==> config.mk <==
export PLATFORM = sky130hd
export DESIGN_NAME = bus_req_master_flat
export DESIGN_NICKNAME = d
export VERILOG_FILES = /design/src/rtl/bus_pkg.sv /design/src/rtl/bus_if.sv /design/src/rtl/bus_timeout_cnt.sv /design/src/rtl/bus_req_master.sv /design/src/flat_wrapper.sv
export SDC_FILE = /design/constraint.sdc
export NUM_CORES = 1
export LEC_CHECK = 0
export ABC_AREA = 0
export CORE_ASPECT_RATIO = 0.6
export CORE_MARGIN = 2
export CORE_UTILIZATION = 42
export DETAILED_ROUTE_END_ITERATION = 8
export PLACE_DENSITY = 0.74
export SLEW_MARGIN = 10
export SYNTH_ARGS = -nofsm -noshare
export SYNTH_HDL_FRONTEND = slang
export SYNTH_SLANG_ARGS = --single-unit
==> constraint.sdc <==
create_clock -name clock -period 1.3 [get_ports clock]
set_input_delay 0.26 -clock clock [delete_from_list [all_inputs] [get_ports clock]]
set_output_delay 0.26 -clock clock [all_outputs]
set_load 0.05 [all_outputs]
==> src/rtl/bus_pkg.sv <==
// bus_pkg: shared state encoding, default widths and response type for the request master.
package bus_pkg;
    typedef enum logic [1:0] {IDLE = 2'd0, REQ = 2'd1, RSP = 2'd2} state_t;
    localparam int BUS_ADDR_W = 4;
    localparam int BUS_DATA_W = 4;
    typedef struct packed {
        logic [BUS_DATA_W-1:0] rdata;
        logic                  err;
    } rsp_t;
endpackage

==> src/rtl/bus_if.sv <==
// bus_if: command, slave-bus and response channels of the request master.
interface bus_if
    import bus_pkg::*;
#(
    parameter int ADDR_W = BUS_ADDR_W,
    parameter int DATA_W = BUS_DATA_W
);
    logic              cmd_valid;
    logic              cmd_ready;
    logic [ADDR_W-1:0] cmd_addr;
    logic [DATA_W-1:0] cmd_wdata;
    logic              cmd_write;
    logic [ADDR_W-1:0] addr;
    logic [DATA_W-1:0] wdata;
    logic              valid;
    logic [DATA_W-1:0] rdata;
    logic              ready;
    logic              rsp_valid;
    logic              rsp_ready;
    logic [DATA_W-1:0] rsp_rdata;
    logic              rsp_err;
    logic              busy;
    modport master (
        input  cmd_valid, cmd_addr, cmd_wdata, cmd_write, rdata, ready, rsp_ready,
        output cmd_ready, addr, wdata, valid, rsp_valid, rsp_rdata, rsp_err, busy
    );
    modport slave (
        output cmd_valid, cmd_addr, cmd_wdata, cmd_write, rdata, ready, rsp_ready,
        input  cmd_ready, addr, wdata, valid, rsp_valid, rsp_rdata, rsp_err, busy
    );
endinterface

==> src/rtl/bus_timeout_cnt.sv <==
// bus_timeout_cnt: counts slave-wait cycles and flags the last one before the request is abandoned.
module bus_timeout_cnt #(
    parameter int TIMEOUT = 15,
    parameter int CNT_W   = 4
) (
    input  logic clock,
    input  logic reset_n,
    input  logic clr,
    input  logic en,
    output logic expire
);
    logic [CNT_W-1:0] cnt_q, cnt_d;
    always_comb cnt_d = clr ? '0 : en ? cnt_q + 1'b1 : cnt_q;
    assign expire = cnt_q == CNT_W'(TIMEOUT - 1);
    always_ff @(posedge clock) cnt_q <= !reset_n ? '0 : cnt_d;
endmodule

==> src/rtl/bus_req_master.sv <==
// bus_req_master: issues one slave-bus transaction per accepted command and returns
// read data or a timeout error on a backpressured response channel.
module bus_req_master
    import bus_pkg::*;
#(
    parameter int ADDR_W  = BUS_ADDR_W,
    parameter int DATA_W  = BUS_DATA_W,
    parameter int TIMEOUT = 15,
    parameter int CNT_W   = 4
) (
    input logic   clock,
    input logic   reset_n,
    bus_if.master bus
);
    state_t            state_q;
    logic [ADDR_W-1:0] addr_q;
    logic [DATA_W-1:0] wdata_q, rsp_rdata_q;
    logic              write_q, valid_q, rsp_valid_q, rsp_err_q, busy_q, expire;

    bus_timeout_cnt #(.TIMEOUT(TIMEOUT), .CNT_W(CNT_W)) u_cnt (
        .clock  (clock),
        .reset_n(reset_n),
        .clr    (state_q == IDLE),
        .en     (state_q == REQ),
        .expire (expire)
    );

    always_ff @(posedge clock) begin
        if (!reset_n) begin
            state_q     <= IDLE;
            addr_q      <= '0;
            wdata_q     <= '0;
            write_q     <= 1'b0;
            valid_q     <= 1'b0;
            rsp_valid_q <= 1'b0;
            rsp_rdata_q <= '0;
            rsp_err_q   <= 1'b0;
            busy_q      <= 1'b0;
        end else begin
            case (state_q)
                IDLE: if (bus.cmd_valid) begin
                    addr_q  <= bus.cmd_addr;
                    wdata_q <= bus.cmd_write ? bus.cmd_wdata : '0;
                    write_q <= bus.cmd_write;
                    valid_q <= 1'b1;
                    busy_q  <= 1'b1;
                    state_q <= REQ;
                end
                // ready takes priority over an expiring counter in the same cycle
                REQ: if (bus.ready || expire) begin
                    rsp_rdata_q <= (bus.ready && !write_q) ? bus.rdata : '0;
                    rsp_err_q   <= !bus.ready;
                    valid_q     <= 1'b0;
                    rsp_valid_q <= 1'b1;
                    state_q     <= RSP;
                end
                RSP: if (bus.rsp_ready) begin
                    rsp_valid_q <= 1'b0;
                    busy_q      <= 1'b0;
                    state_q     <= IDLE;
                end
                default: state_q <= IDLE;
            endcase
        end
    end

    assign bus.cmd_ready = state_q == IDLE;
    assign bus.addr      = addr_q;
    assign bus.wdata     = wdata_q;
    assign bus.valid     = valid_q;
    assign bus.rsp_valid = rsp_valid_q;
    assign bus.rsp_rdata = rsp_rdata_q;
    assign bus.rsp_err   = rsp_err_q;
    assign bus.busy      = busy_q;
endmodule

==> src/flat_wrapper.sv <==
// flat-port wrapper written by rule: the top's interface ports become plain ports
module bus_req_master_flat import bus_pkg::*;
#(
    parameter int ADDR_W  = BUS_ADDR_W,
    parameter int DATA_W  = BUS_DATA_W,
    parameter int TIMEOUT = 15,
    parameter int CNT_W   = 4
)
  (clock, reset_n, bus_cmd_valid, bus_cmd_addr, bus_cmd_wdata, bus_cmd_write, bus_rdata, bus_ready, bus_rsp_ready, bus_cmd_ready, bus_addr, bus_wdata, bus_valid, bus_rsp_valid, bus_rsp_rdata, bus_rsp_err, bus_busy);
  bus_if #(.ADDR_W(ADDR_W), .DATA_W(DATA_W)) bus_i ();
  input logic clock;
  input logic reset_n;
  input wire logic [$bits(bus_i.cmd_valid)-1:0] bus_cmd_valid;
  input wire logic [$bits(bus_i.cmd_addr)-1:0] bus_cmd_addr;
  input wire logic [$bits(bus_i.cmd_wdata)-1:0] bus_cmd_wdata;
  input wire logic [$bits(bus_i.cmd_write)-1:0] bus_cmd_write;
  input wire logic [$bits(bus_i.rdata)-1:0] bus_rdata;
  input wire logic [$bits(bus_i.ready)-1:0] bus_ready;
  input wire logic [$bits(bus_i.rsp_ready)-1:0] bus_rsp_ready;
  output wire logic [$bits(bus_i.cmd_ready)-1:0] bus_cmd_ready;
  output wire logic [$bits(bus_i.addr)-1:0] bus_addr;
  output wire logic [$bits(bus_i.wdata)-1:0] bus_wdata;
  output wire logic [$bits(bus_i.valid)-1:0] bus_valid;
  output wire logic [$bits(bus_i.rsp_valid)-1:0] bus_rsp_valid;
  output wire logic [$bits(bus_i.rsp_rdata)-1:0] bus_rsp_rdata;
  output wire logic [$bits(bus_i.rsp_err)-1:0] bus_rsp_err;
  output wire logic [$bits(bus_i.busy)-1:0] bus_busy;
  assign bus_i.cmd_valid = bus_cmd_valid;
  assign bus_i.cmd_addr = bus_cmd_addr;
  assign bus_i.cmd_wdata = bus_cmd_wdata;
  assign bus_i.cmd_write = bus_cmd_write;
  assign bus_i.rdata = bus_rdata;
  assign bus_i.ready = bus_ready;
  assign bus_i.rsp_ready = bus_rsp_ready;
  assign bus_cmd_ready = bus_i.cmd_ready;
  assign bus_addr = bus_i.addr;
  assign bus_wdata = bus_i.wdata;
  assign bus_valid = bus_i.valid;
  assign bus_rsp_valid = bus_i.rsp_valid;
  assign bus_rsp_rdata = bus_i.rsp_rdata;
  assign bus_rsp_err = bus_i.rsp_err;
  assign bus_busy = bus_i.busy;
  bus_req_master #(.ADDR_W(ADDR_W), .DATA_W(DATA_W), .TIMEOUT(TIMEOUT), .CNT_W(CNT_W)) u_core (.clock(clock), .reset_n(reset_n), .bus(bus_i));
endmodule
# ---- After elaboration in Yosys (flattened, before gate mapping)
# Index checks and enable logic that the tools add are counted.
dict set report op_classes {
  muxes 13
  n_bitwise 1
  n_eq_ne 6
  n_reduce_logical 15
  addsub 1
}
# op count
set op_table {}
lappend op_table {{AND reduction 3 bit} 4}
lappend op_table {{2-to-1 mux 4 bit} 2}
lappend op_table {{2-to-1 mux 2 bit} 3}
lappend op_table {{case mux 1 bit (2 select lines)} 3}
lappend op_table {{case mux 2 bit (3 select lines)} 1}
lappend op_table {{nonzero test 2 bit} 3}
lappend op_table {{adder 4 x 1 -> 4 bit, second input constant} 1}
lappend op_table {{== test 4 bit, second input constant} 1}
lappend op_table {{2-to-1 mux 1 bit} 4}
lappend op_table {{inequality test 2 bit, second input constant} 2}
lappend op_table {{AND reduction 2 bit} 2}
lappend op_table {{== test 2 x 1 -> 1 bit, second input constant} 1}
lappend op_table {{== test 2 bit, second input constant} 1}
lappend op_table {{zero test 1 bit} 2}
lappend op_table {{zero test 2 bit} 1}
lappend op_table {{inequality test 2 x 1 -> 1 bit, second input constant} 1}
lappend op_table {{OR reduction 2 bit} 1}
lappend op_table {{logical AND 1 bit} 1}
lappend op_table {{logical OR 1 bit} 1}
lappend op_table {{NOT 1 bit} 1}
dict set report totals {
  input_bits 18
  regBits 23
}

# ---- Logic depth before layout (Yosys ltp)
# Gate-level depths: netlist (run 1).
dict set report depth {
  ltp_word 4
  depth_mapped 5
  depth_no_buf 5
}

# ---- Hierarchy
# From an unflattened synthesis (run 1), not the netlist that was laid out.
dict set report hier_totals {
  hier_cells 107
  area_unflattened_um2 988.4
}
# module instances cells_per_inst area_per_inst_um2
set by_module_without_submodules {}
lappend by_module_without_submodules {bus_req_master 1 87 788.3}
lappend by_module_without_submodules {bus_timeout_cnt 1 20 200.2}

# ---- Least setup slack after synthesis (run 1)
# No wires, ideal clock.
dict set report synth_path {
  path_kind {flip-flop to output port}
  startpoint {register u_core.state_q[0]}
  endpoint {output port bus_cmd_ready}
  path_buffers 1
  stages_incl_launch_ff 3
  arrival_ns 1.106
  slack_ns -0.066
  cell_sequence {dfxtp_1 buf_4 nor2_1}
}
dict set report synth_via {
  elab_chain_cells 1
}
# item line
set synth_rtl {}
lappend synth_rtl {{from (decl)} bus_req_master.sv:15} ;# state_t state_q;
lappend synth_rtl {{from (signal assigned)} bus_req_master.sv:30} ;# state_q <= IDLE;
lappend synth_rtl {{from (signal assigned)} bus_req_master.sv:47} ;# state_q <= REQ;
lappend synth_rtl {{from (signal assigned)} bus_req_master.sv:55} ;# state_q <= RSP;
lappend synth_rtl {{zero test 2 bit} bus_req_master.sv:67} ;# assign bus.cmd_ready = state_q == IDLE;
lappend synth_rtl {{to (decl)} flat_wrapper.sv:20} ;# output wire logic [$bits(bus_i.cmd_ready)-1:0] bus_cmd_ready;
# Every way passes these cells.

# ---- Final worst setup path (run 1)
# Same ends and word-level chain as after synthesis.

==> impl_metrics.ini, run 1 <==
[yosys]
yosysMostFrequentCell = dfxtp_1
syn_inst = 104
syn_nets = 124
synthArstFlopShare_pct = 0
synth.cell_area_sq_um = 933
ys.flop_type = dfxtp_1
synth-edff-count = 0
synth_commonest_cells = dfxtp_1 (23), nand2_1 (20), a21oi_1 (15)
ys_seq_area_share_pct = 49.3
ys_ff_latch = 23
avgSynthCellArea_sq_um = 8.97
synth_top_area_share_pct = 49.3
yosysUniqueCellTypes = 29
ys_top_cells_by_area = dfxtp_1 (49%), a21oi_1 (8.0%), nand2_1 (8.0%)
synth_top_area_cell = dfxtp_1
yosysWarnings = 0

[clock_tree]
clock_path_buffers = 2
clock-root-buffer = clkbuf_8
cts_htree_levels = 1
clk_pin_slew_ns = 0.07
cts_hold_buf = 0
cts_tree = done
cts_made_buffers = 3
clkLatencyLatePin_ns = 0.26
clkSinkCount = 23

[global_route]
track_usage_pct = 19.4
grt_max_degree = 17
antenna_found_initial = 0
grt_pass1_wl_mm = 3.59
grt_overflow_total = 0
grt_pass1_vias = 803

[sta]
setup_tns_ns = 0
min_period_ns = 1.27
slew_viol_final = 0
fin_worst_skew_ns = 0.00197
final_hold_viol_count = 0
max_freq_mhz = 787
fin_crit_sh_pct = 97.7
relSlewSlack_pct = 79.3
whs_ns = 0.496
setup_viol = 0
worst_slew_pin_slew_ns = 0.309

[hold_path]
hold_path_class = flop to flop
min-delay-start = u_core.bus.addr[3]

[placed_design]
gp_congestion = 0.795
placedCellCount = 170
io_buffers = 34
place_area_sq_um = 1500
dp_hpwl_mm = 1.84

[setup_path]
crit_required_ns = 1.04
crit_start = u_core.state_q[0]
reg2reg_from = u_core.state_q[0]
end_kind = output pin
worstPathArrival_ns = 1.01
worstPathCellList = buf_6 > nor2_4 > buf_12
slowest_delay_ns = 0.37
crit_slowest_cell = dfxtp_4
crit_type = flop to output pin
cp-start-kind = flop
crit_fanout = 5

[die]
floorplan.rows = 13
core-area_sq_um = 2130
dieArea_sq_um = 2630
num_io_pins = 35
die_width_microns = 64.9
die_y_microns = 40.5
start_util_pct = 43.8

[routing]
wl_per_cell_microns = 13.4
wl_mm = 2.38
via_per_inst = 5.08
drt_iter0_drc = 41
via_count = 899
drtPass1Iterations = 4
antenna_left = 0
drc = 0

[finish]
drive_gt1_share_pct = 27.2
synthToLayoutAreaGrowth_pct = 71.2
nFillCells = 157
final_nets = 168
instances_no_fill = 177
final_area_sq_um = 1600
antenna_cells = 0

[power_and_ir_drop]
power.density_nw_per_um2 = 1060
irDropWorstVdd_v = 0.000897
leakage_nw = 0.627
power_mw = 1.70

[outcome]
status = finished, final reports clean

[run]
max-cap-violations = 0
## registers in the layout, summed over array words and instances (netlist names)
| name | cells |
|---|---|
| u_core.write_q | 1 |
| u_core.state_q | 2 |
| u_core.bus.valid | 1 |
| u_core.bus.busy | 1 |
| u_core.bus.rsp_rdata | 4 |
| u_core.bus.wdata | 4 |
| u_core.u_cnt.cnt_q | 4 |
| u_core.bus.rsp_err | 1 |
| u_core.bus.rsp_valid | 1 |
| u_core.bus.addr | 4 |
## cells in the final DEF, fill, tap and decap left out, types with 2 or more instances in the layout
cell type	Yosys	routed
clkdlybuf4s50_1	0	17
nand3_1	6	6
dfxtp_4	0	2
nor2_1	4	3
nand2_1	20	20
inv_1	2	2
buf_6	1	2
a21oi_1	15	15
o21ai_0	4	4
clkbuf_8	0	3
buf_4	2	8
nand3b_1	3	3
dfxtp_1	23	20
buf_12	0	17
nor2b_1	2	2
a32o_1	4	4
ha_1	2	2
## final cells by class
type	instances	area (sq um)	share of cell area [%]
clock buffer	4	45.0	2.82
timing repair buffer	44	593	37.1
inverter	3	11.3	0.705
tap	30	37.5	2.35
sequential	23	469	29.4
multi-input combinational	73	442	27.6
## layer usage
metal | up-vias | track usage [%] | share of wire (%)
met5 | - | 0 | 0
met4 | 0 | 3.19 | 0.42
met3 | 2 | 8.71 | 8.9
met2 | 31 | 35.8 | 50
met1 | 422 | 21.8 | 41
li1 | 444 | - | -
## final timing paths
kind / endpoint / slack, ns / cells after the start
worst min-delay path: u_core.bus.addr[3] / 0.50 / 2
worst max-delay path: bus_cmd_ready / 0.03 / 3
worst min register to register: u_core.bus.addr[3] / 0.50 / 2
worst max register to register: u_core.bus.wdata[0] / 0.06 / 4
## cell families (layout without fill, tap and decap cells)
| logic type | count (synthesis) | after routing | synth area share [%] |
|---|---|---|---|
| and+or+nand+nor | 43 | 43 | 24.4 |
| AOI/OAI and AO/OA | 27 | 27 | 17.6 |
| DFF | 23 | 23 | 49.3 |
| buffers and inverters | 8 | 51 | 4.96 |
| adders and majority gates | 2 | 2 | 2.68 |
| muxes | 1 | 1 | 1.07 |
## report_power, final
part | switching, mW | internal (mW) | leakage (nW) | total, mW
clock | 0.210 | 0.218 | 0.0228 | 0.428
sequential | 0.0443 | 0.743 | 0.190 | 0.787
combinational | 0.234 | 0.248 | 0.414 | 0.482
## metrics by stage
stage          util, %  setup WS, ns
2_1_floorplan        -         0.153
3_3_place_gp      70.5        -0.255
3_5_place_dp      70.5        -0.315
4_1_cts           73.2       0.00428
5_1_grt           75.0     -0.000418
6_report          75.0        0.0296
## critical path, delay by kind of cell, from the launching register on
kind | cells | cell delay, ns
simple gates | 1 | 0.11
flops | 1 | 0.37
buf+inv | 2 | 0.27
## timing repair
item / in CTS / in global routing
setup endpoints to repair: 10 / 8
resized for setup: 5 / 5
setup buffers: 0 / 3
pin swaps: 0 / 1
Power figures use the tool's default switching activity.
==> run 2: changes to the inputs <==
--- a/config.mk
+++ b/config.mk
@@ -8,10 +8,11 @@
 export ABC_AREA = 0
 export CORE_ASPECT_RATIO = 0.6
 export CORE_MARGIN = 2
-export CORE_UTILIZATION = 42
+export CORE_UTILIZATION = 43
 export DETAILED_ROUTE_END_ITERATION = 8
 export PLACE_DENSITY = 0.74
 export SLEW_MARGIN = 10
 export SYNTH_ARGS = -nofsm -noshare
 export SYNTH_HDL_FRONTEND = slang
+export SYNTH_HIERARCHICAL = 1
 export SYNTH_SLANG_ARGS = --single-unit
==> impl_metrics.ini, run 2 <==
[outcome]
status = finished with violations
failed_checks = negative setup slack

[global_route]
grt_pass1_vias = 950
track_usage_pct = 21.2
grt_max_degree = 15
grt.met3_usage_pct = 6.87
antenna_found_initial = 0
busiest_layer = met2
met2_usage_pct = 39.4
grt.met1_usage_pct = 23.3
grt_pass1_wl_mm = 4.11
grt_overflow_total = 0

[power_and_ir_drop]
leakage_nw = 0.652
irDropWorstVdd_v = 0.000569
power_mw = 1.67
power.density_nw_per_um2 = 971

[setup_path]
slowest_delay_ns = 0.35
reg2reg_from = u_core/u_cnt/cnt_q[0]
end_kind = output pin
crit_fanout = 5
path_buf_inv = 2
crit_slowest_cell = dfxtp_2
worstPathArrival_ns = 1.04
crit_type = flop to output pin
worstPathCellList = buf_4 > nor2_4 > buf_12
crit_required_ns = 1.04
path_delay_family = flip-flops
cp-start-kind = flop
reg2reg_setup_slack_ns = 0.02
crit_start = u_core/state_q[0]

[placed_design]
gp_congestion = 0.780
io_buffers = 34
place_area_sq_um = 1630
dp_slack_ns = -0.282
placedCellCount = 181
dp_hpwl_mm = 2.02

[routing]
via_count = 958
drt_iter0_drc = 55
drtPass1Iterations = 4
wl_per_cell_microns = 14.2
wl_mm = 2.63
drc = 0
via_per_inst = 5.18
antenna_left = 0

[die]
dieArea_sq_um = 2710
core-area_sq_um = 2160
die_y_microns = 41.1
num_io_pins = 35
die_width_microns = 65.9
floorplan.rows = 13
start_util_pct = 45.7

[finish]
antenna_cells = 0
drive_gt1_share_pct = 36.8
final_area_sq_um = 1720
final_cell_mix = dfxtp_1 (20), clkdlybuf4s50_1 (17), buf_12 (17), nand3_1 (13), buf_4 (12)
nFillCells = 132
synthToLayoutAreaGrowth_pct = 73.8
final_nets = 176
fin_util_pct = 79.4
mostFrequentLayoutCell = dfxtp_1
instances_no_fill = 185

[sta]
fin_crit_sh_pct = 100
min_period_ns = 1.30
max_freq_mhz = 769
rsz0062_at_grt = yes
slew_viol_final = 0
setup_viol = 1
final_hold_viol_count = 0
layout_setup_ws_ns = -0.000368
fin_worst_skew_ns = 0.00287
whs_ns = 0.475
relSlewSlack_pct = 84.2
setup_tns_ns = -0.000368
worst_slew_pin_slew_ns = 0.236

[yosys]
synthMuxAreaShare_pct = 5.06
synth_top_family_by_area = simple AND/OR/NAND/NOR gates
syn_inst = 107
ys_ff_latch = 23
synth-compound-area-share_pct = 14.2
syn_nets = 127
ys.flop_type = dfxtp_1
yosysMostFrequentCell = dfxtp_1
synth_top_area_cell = dfxtp_1
synth_top_area_share_pct = 46.6
synth-simple-area-share_pct = 26.6
ys_seq_area_share_pct = 46.6
synthXorXnorAreaFrac_pct = 0.886
yosysUniqueCellTypes = 28
synthArstFlopShare_pct = 0
synth-edff-count = 0
ys_top_cells_by_area = dfxtp_1 (47%), nand3_1 (6.6%), mux2i_1 (5.1%)
synth-adder-area-share_pct = 2.53
synth.cell_area_sq_um = 988
synth_commonest_cells = dfxtp_1 (23), nand3_1 (13), nand2_1 (11)
avgSynthCellArea_sq_um = 9.24
yosysWarnings = 6

[clock_tree]
cts_tree = done
cts_hold_buf = 0
clock_path_buffers = 2
cts_htree_levels = 1
clock-root-buffer = clkbuf_8
clk_pin_slew_ns = 0.08
cts_made_buffers = 3
clkSinkCount = 23
clkLatencyLatePin_ns = 0.26

[run]
max-cap-violations = 0

[hold_path]
hold_path_class = flop to flop
min-delay-start = u_core/write_q
==> run 2: cell count changes after synthesis, moves of 4 or more <==
| cell | change |
|---|---|
| nand3_1 | +7 |
| mux2i_1 | +4 |
| o21ai_2 | +4 |
| nand2_1 | -9 |
| a21oi_1 | -6 |
| nand3_2 | +4 |
| a32o_1 | -4 |
==> run 2: worst paths after layout <==
path,endpoint,depth (start not counted)
worst min-delay path,u_core/write_q,2
worst max register to register,u_core/bus.rsp_rdata[3],6
worst max-delay path,bus_cmd_ready,3
worst min register to register,u_core/write_q,2
==> run 2: where the power goes <==
part,internal (mW),total [mW],switching (mW)
Sequential,0.738,0.773,0.0353
Combinational,0.233,0.459,0.226
Clock,0.219,0.437,0.218
==> run 2: area by class of cell <==
type                    count  area [sq um]  area share (%)
flip-flops and latches     23           464            27.0
clock buffers               4          45.0            2.62
multi-input cells          76           526            30.6
well taps                  30          37.5            2.18
repair buffers             49           634            36.9
inverters                   3          11.3           0.655
==> run 2: cell families after synthesis <==
| logic type | Yosys count |
|---|---|
| AOI/OAI and AO/OA | 21 |
| buffers and inverters | 8 |
| xor gates and xnor gates | 1 |
| and+or+nand+nor | 47 |
| DFF | 23 |
| adders and majority gates | 2 |
| muxes | 5 |
==> run 2: what timing repair did <==
item / 4_1_cts / 5_1_grt
resized for setup: 7 / 6
endpoints found under the setup margin: 2 / 10
endpoints found under the hold margin: 0 / 0
pin swaps: 1 / 3
buffers inserted: 1 / 0
==> run 2: per-layer routing <==
metal	share of wire [%]	up-vias
met5	0	-
met4	2.1	0
met3	6.5	8
met2	49	30
met1	42	449
li1	-	471
==> run 2: worst reg2reg max path: cells and delay by family (launching register included) <==
kind | cells | cell delay [ns]
adders and majority gates | 1 | 0.15
buffers and inverters | 1 | 0.04
and+or+nand+nor | 3 | 0.48
muxes | 1 | 0.22
DFF | 1 | 0.33
==> run 3: changes to the inputs <==
--- a/config.mk
+++ b/config.mk
@@ -7,8 +7,9 @@
 export LEC_CHECK = 0
 export ABC_AREA = 0
 export CORE_ASPECT_RATIO = 0.6
-export CORE_MARGIN = 2
+export CORE_MARGIN = 4
 export CORE_UTILIZATION = 43
+export CTS_CLUSTER_DIAMETER = 50
 export DETAILED_ROUTE_END_ITERATION = 8
 export PLACE_DENSITY = 0.74
 export SLEW_MARGIN = 10
==> impl_metrics.ini, run 3 (same netlist as run 2, synthesis figures left out) <==
[routing]
drt_iter0_drc = 77
antenna_left = 0
wl_per_cell_microns = 17.1
via_count = 1030
drc = 0
via_per_inst = 5.48
wl_mm = 3.21
drtPass1Iterations = 4

[global_route]
grt_overflow_total = 0
antenna_found_initial = 0
grt_pass1_vias = 1055
busiest_layer = met2
track_usage_pct = 20.8
grt.met3_usage_pct = 6.67
met2_usage_pct = 37.5
grt_pass1_wl_mm = 5.04
grt_max_degree = 15
grt.met1_usage_pct = 24.1

[die]
num_io_pins = 35
start_util_pct = 45.4
die_width_microns = 69.9
floorplan.rows = 13
die_y_microns = 45.1
dieArea_sq_um = 3160
core-area_sq_um = 2180

[setup_path]
slowest_delay_ns = 0.34
r2r_cells = 6
crit_fanout = 6
worstPathCellList = inv_2 > ha_4 > and3_4 > nor2_4 > nor2b_4 > mux2i_1
crit_slowest_cell = dfxtp_2
worstReg2RegEnd = u_core/bus.rsp_rdata[1]
cp-start-kind = flop
reg2reg_setup_slack_ns = -0.04
crit_required_ns = 1.49
end_kind = flop
reg2reg_from = u_core/u_cnt/cnt_q[0]
worstPathArrival_ns = 1.52
crit_type = flop to flop

[power_and_ir_drop]
irDropWorstVdd_v = 0.000788
swShare_pct = 29.3
comb_power_share_pct = 28.8
seq_power_share_pct = 45.4
clkPwrFrac_pct = 25.7
p_sw_mw = 0.500
power.density_nw_per_um2 = 963
intPower_mw = 1.21
leakage_nw = 0.691

[sta]
setup_viol = 7
min_period_ns = 1.34
fin_worst_skew_ns = 0.00521
max_freq_mhz = 747
worst_slew_pin_slew_ns = 0.237
fin_crit_sh_pct = 103
rsz0062_at_grt = yes
setup_tns_ns = -0.134
final_hold_viol_count = 0
relSlewSlack_pct = 84.0
slew_viol_final = 0
layout_setup_ws_ns = -0.0388
whs_ns = 0.497

[finish]
mostFrequentLayoutCell = dfxtp_1
antenna_cells = 0
synthToLayoutAreaGrowth_pct = 79.2
multi_input_area_sq_um = 529
drive_gt1_share_pct = 38.6
regArea_sq_um = 465
nFillCells = 131
final_nets = 179
final_cell_mix = dfxtp_1 (19), buf_12 (18), clkdlybuf4s50_1 (16), buf_4 (15), nand3_1 (13)

[hold_path]
hold-path-cell-count = 2
hold_path_class = flop to flop
holdPathEnd = u_core/write_q
min-delay-start = u_core/write_q

[run]
max-cap-violations = 0

[clock_tree]
clkLatencyLatePin_ns = 0.26
cts_made_buffers = 3
cts_tree = done
clk_pin_slew_ns = 0.08
clock_path_buffers = 2
clock-root-buffer = clkbuf_8
clkSinkCount = 23
cts_hold_buf = 0
cts_htree_levels = 1

[placed_design]
dp_hpwl_mm = 2.23
io_buffers = 34
gp_congestion = 0.821

[outcome]
failed_checks = negative setup slack
status = finished with violations
==> run 3: cell count changes in the layout (fill, tap and decap cells not counted), sizes merged <==
cell           before  now
clkinv              1    2
clkdlybuf4s50      17   16
dlymetal6s2s        0    1
buf                32   34
==> run 3: worst max path at each step <==
stage | cells past startpoint | to | slack (ns) | startpoint
final | 6 | u_core/bus.rsp_rdata[1] | -0.04 | u_core/u_cnt/cnt_q[0]
after global routing | 6 | u_core/bus.rsp_rdata[1] | -0.12 | u_core/u_cnt/cnt_q[0]
after CTS | 7 | u_core/bus.rsp_rdata[1] | -0.03 | u_core/u_cnt/cnt_q[0]
after detailed placement | 5 | u_core/write_q | -0.29 | bus_cmd_valid
after global placement | 5 | u_core/bus.wdata[2] | -0.23 | bus_cmd_valid
after floorplan | 7 | u_core/state_q[1] | 0.001 | u_core/u_cnt/cnt_q[0]
==> run 3: worst max-delay path: cells and delay by family, from the launching register on <==
family | cells | cell delay (ns)
AND/OR/NAND/NOR | 3 | 0.50
flip-flops | 1 | 0.34
multiplexers | 1 | 0.23
adder cells (fa/ha/maj) | 1 | 0.13
buffers and inverters | 1 | 0.06
==> run 3: power groups by stage <==
| stage | logic [mW] | clock network, mW | registers (mW) |
|---|---|---|---|
| 2_1_floorplan | 0.130 | 0 | 0.859 |
| 3_3_place_gp | 0.428 | 0 | 0.786 |
| 3_5_place_dp | 0.441 | 0 | 0.789 |
| 4_1_cts | 0.459 | 0.442 | 0.773 |
| 5_1_grt | 0.516 | 0.482 | 0.778 |
| 6_report | 0.492 | 0.439 | 0.775 |
==> run 3: area by class of cell <==
cell class	instances	share of cell area [%]
flip-flops and latches	23	26.3
well taps	30	2.12
repair buffers	52	38.5
clock inverters	1	0.282
clock buffers	3	2.33
multi-input cells	76	29.9
inverters	3	0.636
==> run 3: what timing repair did <==
item	CTS	global route
pin swaps	3	1
endpoints found under the setup margin	9	14
resized for setup	8	8
gates cloned	0	1
buffers inserted	3	0
==> run 3: stage by stage <==
stage / setup WS [ns] / total power, mW / util (%) / cells / area, sq um
2_1_floorplan: 0.000951 / 0.989 / - / 107 / 1000
3_5_place_dp: -0.286 / 1.23 / 74.8 / 181 / 1630
5_1_grt: -0.116 / 1.78 / 81.3 / 188 / 1770
3_3_place_gp: -0.227 / 1.21 / 74.8 / 181 / 1630
4_1_cts: -0.0289 / 1.67 / 79.3 / 188 / 1730
6_report: -0.0388 / 1.71 / 81.3 / 188 / 1770
==> run 3: metal layers <==
| layer | wire (microns) | part of all wire, % | vias to the layer above |
|---|---|---|---|
| met2 | 1580 | 49 | 53 |
| li1 | - | - | 475 |
| met5 | 0 | 0 | - |
| met1 | 1320 | 41 | 494 |
| met3 | 221 | 6.9 | 8 |
| met4 | 85 | 2.6 | 0 |
